## config.mk

```make
export PLATFORM = sky130hd
export DESIGN_NAME = score_keeper
export DESIGN_NICKNAME = d
export VERILOG_FILES = /design/src/rtl/score_pkg.sv /design/src/rtl/bcd3_incr.sv /design/src/rtl/score_keeper.sv
export SDC_FILE = /design/constraint.sdc
export NUM_CORES = 1
export LEC_CHECK = 0
export ABC_AREA = 1
export CAP_MARGIN = 15
export CORE_UTILIZATION = 50
export CTS_CLUSTER_SIZE = 16
export DETAILED_ROUTE_END_ITERATION = 8
export GPL_ROUTABILITY_DRIVEN = 0
export PLACE_DENSITY = 0.75
export SYNTH_ARGS = -nofsm -noshare
export SYNTH_HDL_FRONTEND = slang
export SYNTH_HIERARCHICAL = 1
export SYNTH_SLANG_ARGS = --single-unit
```

## constraint.sdc

```tcl
create_clock -name clk -period 3.82 [get_ports clk]
set_input_delay 0.764 -clock clk [delete_from_list [all_inputs] [get_ports clk]]
set_output_delay 0.764 -clock clk [all_outputs]
set_load 0.005 [all_outputs]
```

## src/rtl/score_pkg.sv

```systemverilog
// Shared types and constants for the game-score engine.
package score_pkg;

   typedef enum logic [1:0] {
      IDLE = 2'd0,
      RUN  = 2'd1,
      OVER = 2'd2
   } game_state_t;

   // Three packed BCD digits: [11:8] hundreds, [7:4] tens, [3:0] ones
   typedef logic [11:0] bcd3_t;

   localparam bcd3_t BCD_MAX = 12'h999;

endpackage

```

## src/rtl/bcd3_incr.sv

```systemverilog
// Combinational three-digit BCD incrementer; carry_out flags the 999 -> 000 rollover.
module bcd3_incr
   import score_pkg::*;
(
   input  bcd3_t in,
   output bcd3_t out,
   output logic  carry_out
);

   // Ripple the +1 through ones, tens and hundreds, wrapping each 9 to 0
   always_comb begin
      out       = in;
      carry_out = 1'b0;
      if (in[3:0] == 4'd9) begin
         out[3:0] = 4'd0;
         if (in[7:4] == 4'd9) begin
            out[7:4] = 4'd0;
            if (in[11:8] == 4'd9) begin
               out[11:8] = 4'd0;
               carry_out = 1'b1;
            end else begin
               out[11:8] = in[11:8] + 4'd1;
            end
         end else begin
            out[7:4] = in[7:4] + 4'd1;
         end
      end else begin
         out[3:0] = in[3:0] + 4'd1;
      end
   end

endmodule

```

## src/rtl/score_keeper.sv

```systemverilog
// Game-score engine: counts frames from vsync, advances a BCD score while running,
// freezes on collision and keeps a high score. All outputs are registered.
module score_keeper
   import score_pkg::*;
#(
   parameter int FRAMES_PER_POINT = 6,
   parameter bit SATURATE         = 1'b1
) (
   input  logic        clk,
   input  logic        reset,
   input  logic        vga_vs,
   input  logic        start,
   input  logic        collide,
   input  logic        pause,
   output logic [11:0] score_bcd,
   output logic [11:0] hiscore_bcd,
   output logic [1:0]  game_state,
   output logic        score_tick
);

   localparam logic [7:0] DIV_LAST = 8'(FRAMES_PER_POINT - 1);

   game_state_t state, state_next;
   bcd3_t       score, score_next;
   bcd3_t       hiscore, hiscore_next;
   bcd3_t       score_inc;
   logic        score_carry;
   logic [7:0]  div, div_next;
   logic        tick_next;
   logic        vs_d1;
   logic        frame_tick;

   bcd3_incr u_incr (
      .in        (score),
      .out       (score_inc),
      .carry_out (score_carry)
   );

   // One-cycle pulse at the falling edge of the active-low vertical sync
   assign frame_tick = vs_d1 & ~vga_vs;

   // State, score, high score, frame divider and vsync history registers
   always_ff @(posedge clk or posedge reset) begin
      if (reset) begin
         state      <= IDLE;
         score      <= '0;
         hiscore    <= '0;
         div        <= '0;
         score_tick <= 1'b0;
         vs_d1      <= 1'b1;
      end else begin
         state      <= state_next;
         score      <= score_next;
         hiscore    <= hiscore_next;
         div        <= div_next;
         score_tick <= tick_next;
         vs_d1      <= vga_vs;
      end
   end

   // Game control: collide beats a same-cycle increment; at 999 the SATURATE policy picks hold or wrap
   always_comb begin
      state_next   = state;
      score_next   = score;
      hiscore_next = hiscore;
      div_next     = div;
      tick_next    = 1'b0;
      unique case (state)
         IDLE, OVER: begin
            if (start) begin
               state_next = RUN;
               score_next = '0;
               div_next   = '0;
            end
         end
         RUN: begin
            if (collide) begin
               state_next = OVER;
               if (score > hiscore) begin
                  hiscore_next = score;
               end
            end else if (frame_tick && !pause) begin
               if (div >= DIV_LAST) begin
                  div_next = '0;
                  if (!(score_carry && SATURATE)) begin
                     score_next = score_inc;
                     tick_next  = 1'b1;
                  end
               end else begin
                  div_next = div + 8'd1;
               end
            end
         end
         default: state_next = IDLE;
      endcase
   end

   assign score_bcd   = score;
   assign hiscore_bcd = hiscore;
   assign game_state  = state;

endmodule
```

# After elaboration in Yosys (flattened, before gate mapping)
# Cells that the tools add are included.
# op_classes
n_lt_le_gt_ge	2
n_reduce_logical	11
n_addsub	4
eq_ne	13
bitwise_logic	2
mux	27
# ops
cell	count
$mux 12	5
$mux 8	5
$pmux 12 s2	1
$mux 4	4
$pmux 8 s2	1
$add 4x1->4 const B	3
$eq 4x4->1 const B	3
$gt 12x12->1	1
$ne 2x2->1 const B	6
$add 8x1->8 const B	1
$ge 8x3->1 const B	1
$mux 1	8
$reduce_and 8->1	1
$reduce_and 7->1	1
$reduce_and 6->1	1
$mux 2	2
$ne 2x1->1 const B	2
$pmux 2 s2	1
$reduce_and 4->1	1
$reduce_and 3->1	1
$eq 2x1->1 const B	1
$eq 2x2->1 const B	1
$logic_not 2->1	1
$reduce_and 2->1	1
other kinds (6)	6
# word_totals
ff_bits	36
elab_cells	67
in_bits	6
out_inout_bits	27

# Depth between registers and ports, before layout
# Gate-level depths: netlist of the first run.
# depth
ltp_word	9
depth_mapped	13
mapped_depth_nobuf	12

# Hierarchy
# The synthesis of the first run kept the hierarchy.
# by_module_without_submodules
mod	cells_per_inst	area_per_inst_um2	seq_area_each_um2	instances
score_keeper	245	2018.2	902.1	1
bcd3_incr	62	310.3	0.0	1

# Worst setup path before layout of the first run
# No wires, ideal clock.
# synth_timing
path_kind	flip-flop to flip-flop
startpoint	register score[11] (netlist: score_bcd[11])
endpoint	register hiscore[0] (netlist: hiscore_bcd[0])
arrival_time_ps	1499
path_buffers	1
slack_ps	2204
path_stages_with_launch	12
period_less_slack_ps	1616
setup_time_ps	117
required_time_ps	3703
cell_sequence	dfrtp_1 > ha_1 > nand2_1 > inv_1 > nand2_1 > nor2_1 > nand2_1 > nand3_1 > nand2_2 > buf_6 > nand2_1 > nand2_1
# synth_between
elab_chain_len	2
# synth_rtl
element	line	source
start: declaration	score_keeper.sv:24	bcd3_t score, score_next;
start signal: assignment	score_keeper.sv:53	score <= score_next;
$gt 12x12->1	score_keeper.sv:79	if (score > hiscore) begin
$reduce_and 3->1 (no source line)	n/a	
end signal: assignment	score_keeper.sv:54	hiscore <= hiscore_next;
end: declaration	score_keeper.sv:25	bcd3_t hiscore, hiscore_next;
# Every way passes these cells.
# A chain may end at the register's enable or synchronous reset.

# Final worst setup path of the first run
# layout_timing
startpoint	register score[4] (netlist: score_bcd[4])
endpoint	output score_bcd[4]
# layout_lines
element	line	source
end: declaration	score_keeper.sv:15	output logic [11:0] score_bcd,
# No word-level cell between the ends.

==> results of run 1 <==
[per-stage QoR]
stage          utilization [%]  setup slack (ns)  power [W]  cells  area, um2
2_1_floorplan                -              2.20   0.000771    307       2330
3_3_place_gp              60.2              1.65   0.000856    384       2660
3_5_place_dp              60.2              1.63   0.000865    384       2660
4_1_cts                   62.0              1.66    0.00112    391       2740
5_1_grt                   62.0              1.49    0.00120    391       2740
6_report                  62.0              1.66    0.00112    391       2740
[report_power, final]
| part | internal (W) | switching, W | leakage, nW | total (W) |
|---|---|---|---|---|
| Clock | 0.000124 | 0.000132 | 0.0410 | 0.000256 |
| Sequential | 0.000416 | 0.0000489 | 0.494 | 0.000465 |
| Combinational | 0.000141 | 0.000253 | 0.882 | 0.000394 |
| Total | 0.000681 | 0.000434 | 1.42 | 0.00112 |
[sequential cells by signal, indices dropped and copies added, names as in the netlist]
name / flops
div: 8
game_state: 2
hiscore_bcd: 12
score_bcd: 12
score_tick: 1
vs_d1: 1
[placed cells by master, fill, tap and decap left out, drive strengths merged, types with 2 or more instances in the layout]
master         synthesis  final
a21oi                  6      6
clkbuf                 0      6
clkdlybuf4s50          0     32
clkinv                 1      2
dfrtp                 35     35
ha                    15     15
inv                   48     48
nand2                111    111
nand3                 25     25
nand3b                13     13
nand4                  6      6
nor2                  19     19
o21ai                 10     10
xor2                   4      4
[layer usage]
metal	global-route usage, %	vias up
met5	0	-
met4	8.22	0
met3	4.62	7
met2	33.2	53
met1	27.1	903
li1	-	1027
[layout make-up]
type                            instances  area share [%]
Tap cell                               52            2.38
Clock inverter                          1           0.183
Multi-Input combinational cell        214            43.0
Sequential cell                        36            33.0
Clock buffer                            6            2.65
Timing Repair Buffer                   33            12.0
Inverter                               49            6.86
[cells by family after synthesis]
kind of cell / after synthesis / synth area share (%)
AOI/OAI and AO/OA: 20 / 5.43
xor gates and xnor gates: 4 / 1.50
adders and majority gates: 15 / 8.06
buffers and inverters: 57 / 10.8
DFF: 36 / 38.7
and+or+nand+nor: 175 / 35.5
[final timing paths]
kind	start	end	slack [ns]	cells after the start
setup / recovery	score_bcd[4]	score_bcd[4]	1.66	1
hold / removal	div[7]	div[7]	0.50	2
setup reg to reg	score_bcd[11]	hiscore_bcd[0]	1.69	10
hold reg to reg	div[7]	div[7]	0.50	2
max in group asynchronous	reset	vs_d1	2.59	3
min in group asynchronous	reset	score_bcd[2]	0.87	3
==> flow_summary.yaml, run 1 <==
floorplanning:
  floorplan.die_area_mm2: 0.00493
  floorplan_core_area_mm2: 0.00441
  floorplan.io_pins: 33
  die_height_um: 70.2
  initial_utilization_pct: 52.7
  die_w_um: 70.2
  std_cell_rows: 24
drt:
  met2WireLength_um: 2190
  wl_met3_um: 216
  detail_route.drc_violations: 0
  post_drt_wl_per_cell_um: 11.9
  detail_route.vias_per_cell: 5.09
  wl_met1_um: 2180
  num_vias: 1990
  detail_route.first_pass.iterations: 4
  drtIter0Drc: 91
  top_signal_layer_used: "met4"
  antenna_left: 0
  route.final.wire_length_um: 4660
logic_synthesis:
  synthesis.instances: 307
  asyncSetResetFlopFracSynth_pct: 100
  synth.avg_cell_area_um2: 7.58
  ys.warnings.count: 6
  yosys_register_bits: 36
  edff_count_synth: 0
  netlist-cell-type-count: 29
  synth_most_common_cell: "nand2_1"
  post-synth-top-area-cell: "dfrtp_1"
  synth_cell_area_mm2: 0.00233
  yosys-top-cells-count: "106 x nand2_1, 45 x inv_1, 35 x dfrtp_1"
  sequential_to_total_area_share_from_yosys_stat_pct: 38.7
  synth-main-ff-cell: "dfrtp_1"
  syn_nets: 328
  synth_largest_type_area_fraction_pct: 37.6
  ys_top_cells_by_area: "dfrtp_1 38%, nand2_1 17%, ha_1 8.1%"
finish:
  final_nets: 360
  final-seq-area_um2: 902
  antenna-diode-count: 0
  area_delta_synth_final_pct: 17.5
  multiInputGateArea_mm2: 0.00117
  fillers: 395
  drive_above_1_share_pct: 7.67
worst_setup_path:
  crit_slowest_cell: "clkdlybuf4s50_1"
  worst_setup_path_end_kind: "primary output"
  critical_path.max_stage_delay_ns: 0.56
  cp_top_family: "buffers and inverters"
  path_buf_inv: 1
  timing.critical_path.from_type: "flip-flop"
  cp_data_arrival_time_ns: 1.39
  worstPathCellList: "clkdlybuf4s50_1"
  critPathRequiredTime_ns: 3.06
  worstSetupPathType: "flip-flop to primary output"
  critical_path_peak_fanout: 9
grt:
  grt_start_max_net_pins: 37
  grt-ovfl-total: 0
  first_pass_grt_wire_length_um: 8080
  grt_pass1_vias: 1845
  grt_usage_pct: 20.7
  grt_antenna_before_repair: 0
clock_network:
  ctsHtreeMaxLevel: 2
  clkSlewWorstSetupHoldPaths_ns: 0.07
  post_cts.resized_instances: 0
  cts-buffers-inserted: 5
  cts.sinks: 36
  clk_root_buffer_cell: "clkbuf_8"
  cts_tree: "yes"
  cts_setup_buffers: 0
  clock_insertion_delay_worst_skew_ns: 0.29
  clock_tree.buffer_depth: 2
  holdBufCountCts: 0
run_status:
  run_status: "complete, no violations"
timing:
  max_freq_mhz: 464
  grt_setup_unrepaired: "false"
  timing.final.hold_violations: 0
  clock_skew_ns: 0.00403
  final_period_minus_worst_setup_slack_ns: 2.16
  fin_tns_setup_ns: 0
  timing.slew.headroom_pct: 60.3
  worst-slew-pin-transition_ns: 0.593
  slew_viol_final: 0
  hold_ws_ns: 0.498
  fin_crit_sh_pct: 56.4
  setup_viol: 0
pwr:
  static-leakage-power_nw: 1.42
  pwr_density_cell_mw_per_mm2: 408
  peak_supply_drop_v: 0.000276
hold_path:
  hold_removal_path_class: "flip-flop to flip-flop"
flow_run:
  drv.max_cap_violation_count: 0
placed_design:
  placement.io_buffers: 32
  place_hpwl_um: 3270
(Power assumes the default switching activity.)
==> run 2: changes to the inputs <==
==> constraint.sdc (replaced) <==
create_clock -name clk -period 2.25 [get_ports clk]
set_input_delay 0.45 -clock clk [delete_from_list [all_inputs] [get_ports clk]]
set_output_delay 0.45 -clock clk [all_outputs]
set_load 0.005 [all_outputs]
==> run 2 against run 1 <==
Against the previous run: non-clock buffer count up 6; clock-buffer cell count up 2; die area unchanged; global-route usage up 2.0 points; via count up 0.90%; utilization up 1.3 points; combinational power up 81%; clock power up 88%; critical path depth up 7; total power up 78%; critical path type is now flip-flop to flip-flop; critical endpoint is now score_bcd[3]; highest routed layer unchanged.
==> flow_summary.yaml, run 2 (synthesis results as in run 1) <==
finish:
  final_nets: 366
  utilization_pct: 63.3
  fillers: 390
  most-common-layout-cells: "106 x nand2_1, 45 x inv_1, 35 x dfrtp_1, 32 x clkdlybuf4s50_1, 25 x nand3_1"
  mostFrequentLayoutCell: "nand2_1"
  drive_above_1_share_pct: 9.25
  antenna-diode-count: 0
  area_delta_synth_final_pct: 19.9
  final_cells: 398
flow_run:
  drv.max_cap_violation_count: 0
clock_network:
  cts_tree: "yes"
  cts_setup_buffers: 0
  holdBufCountCts: 0
  ctsHtreeMaxLevel: 2
  clkSlewWorstSetupHoldPaths_ns: 0.07
  cts.sinks: 36
  clock_insertion_delay_worst_skew_ns: 0.29
  clk_root_buffer_cell: "clkbuf_8"
  cts-buffers-inserted: 5
  post_cts.resized_instances: 0
  clock_tree.buffer_depth: 2
timing:
  timing.final.hold_violations: 0
  grt_setup_unrepaired: "false"
  clock_skew_ns: 0.00427
  slew_viol_final: 0
  fin_crit_sh_pct: 85.5
  fin_tns_setup_ns: 0
  timing.final.ws_setup_ns: 0.325
  timing.slew.headroom_pct: 58.9
  final_period_minus_worst_setup_slack_ns: 1.92
  setup_viol: 0
  worst-slew-pin-transition_ns: 0.615
  max_freq_mhz: 520
worst_setup_path:
  critPathRequiredTime_ns: 2.48
  cp_data_arrival_time_ns: 2.15
  critical_path_peak_fanout: 13
  setup.worst_path.start: "div[0]"
  worst-r2r-cell-count: 8
  worst_setup_path_end_kind: "flip-flop"
  crit_path_end: "score_bcd[3]"
  reg2reg_to: "score_bcd[3]"
  reg_to_reg_startpoint: "div[0]"
  timing.critical_path.from_type: "flip-flop"
  worstSetupPathType: "flip-flop to flip-flop"
  regToRegSetupSlack_ns: 0.33
hold_path:
  hold_path_startpoint: "div[6]"
  worst_hold_path.num_cells: 2
  hold_removal_path_class: "flip-flop to flip-flop"
run_status:
  run_status: "complete, no violations"
drt:
  detail_route.vias_per_cell: 5.05
  detail_route.drc_violations: 0
  antenna_left: 0
  route.final.wire_length_um: 5050
  num_vias: 2008
  drtIter0Drc: 123
  detail_route.first_pass.iterations: 5
  post_drt_wl_per_cell_um: 12.7
grt:
  grt_antenna_before_repair: 0
  grt_start_max_net_pins: 37
  grt-ovfl-total: 0
  grt_usage_pct: 22.7
  grt_pass1_vias: 1930
  first_pass_grt_wire_length_um: 8920
floorplanning:
  std_cell_rows: 24
  floorplan.io_pins: 33
  die_w_um: 70.2
  initial_utilization_pct: 52.7
  die_height_um: 70.2
  floorplan.die_area_mm2: 0.00493
  floorplan_core_area_mm2: 0.00441
pwr:
  total_chip_power_w: 0.00199
  seq_power_share_pct: 39.8
  switching_power_w: 0.000757
  internal-power_w: 0.00123
  switching_share_of_power_pct: 38.1
  pwr_density_cell_mw_per_mm2: 712
  p_comb_share_pct: 36.0
  peak_supply_drop_v: 0.000465
  share_clk_of_total_power_pct: 24.2
  static-leakage-power_nw: 1.45
placed_design:
  preCtsSetupSlack_ns: 0.354
  place_hpwl_um: 3640
  placement.io_buffers: 32
  numPlacedInstances: 390
run 2: metrics by stage:
step / instance area, um2 / hold WS (ns)
6_report: 2790 / 0.491
5_1_grt: 2790 / 0.514
4_1_cts: 2790 / 0.496
3_5_place_dp: 2700 / 0.480
3_3_place_gp: 2700 / 0.475
2_1_floorplan: 2330 / 0.454
run 2: area by class of cell:
cell class	count	area [um2]	area share, %
Clock buffer	8	90.1	3.23
Inverter	49	188	6.72
Multi-Input combinational cell	214	1170	42.1
Sequential cell	36	902	32.3
Tap cell	52	65.1	2.33
Timing Repair Buffer	39	373	13.4
run 2: how the worst min path moves through the flow:
stage	end	slack, ns
final	div[6]	0.49
after detailed placement	div[6]	0.48
after global placement	div[5]	0.47
after floorplan	vs_d1	0.45
after CTS	div[6]	0.50
after global routing	div[6]	0.51
run 2: power by group through the flow:
stage	clock network, W	registers, W	logic, W
3_3_place_gp	0	0.000799	0.000685
5_1_grt	0.000517	0.000800	0.000810
3_5_place_dp	0	0.000800	0.000714
6_report	0.000481	0.000791	0.000715
2_1_floorplan	0	0.000785	0.000524
4_1_cts	0.000490	0.000789	0.000715
run 2: routing by layer:
layer,wire (um),GRT usage [%],share of wire [%]
met1,2430,30.8,48
met2,2380,36.6,47
met3,183,4.76,3.6
met4,59,6.67,1.2
met5,0,0,0
run 2: critical path: stages (launching register included):
cell	delay [ns]
dfrtp_1	0.44
inv_1	0.11
ha_1	0.15
inv_1	0.04
o21ai_1	0.16
nand3_1	0.47
nand2_4	0.35
nand2_1	0.07
nand2_1	0.07
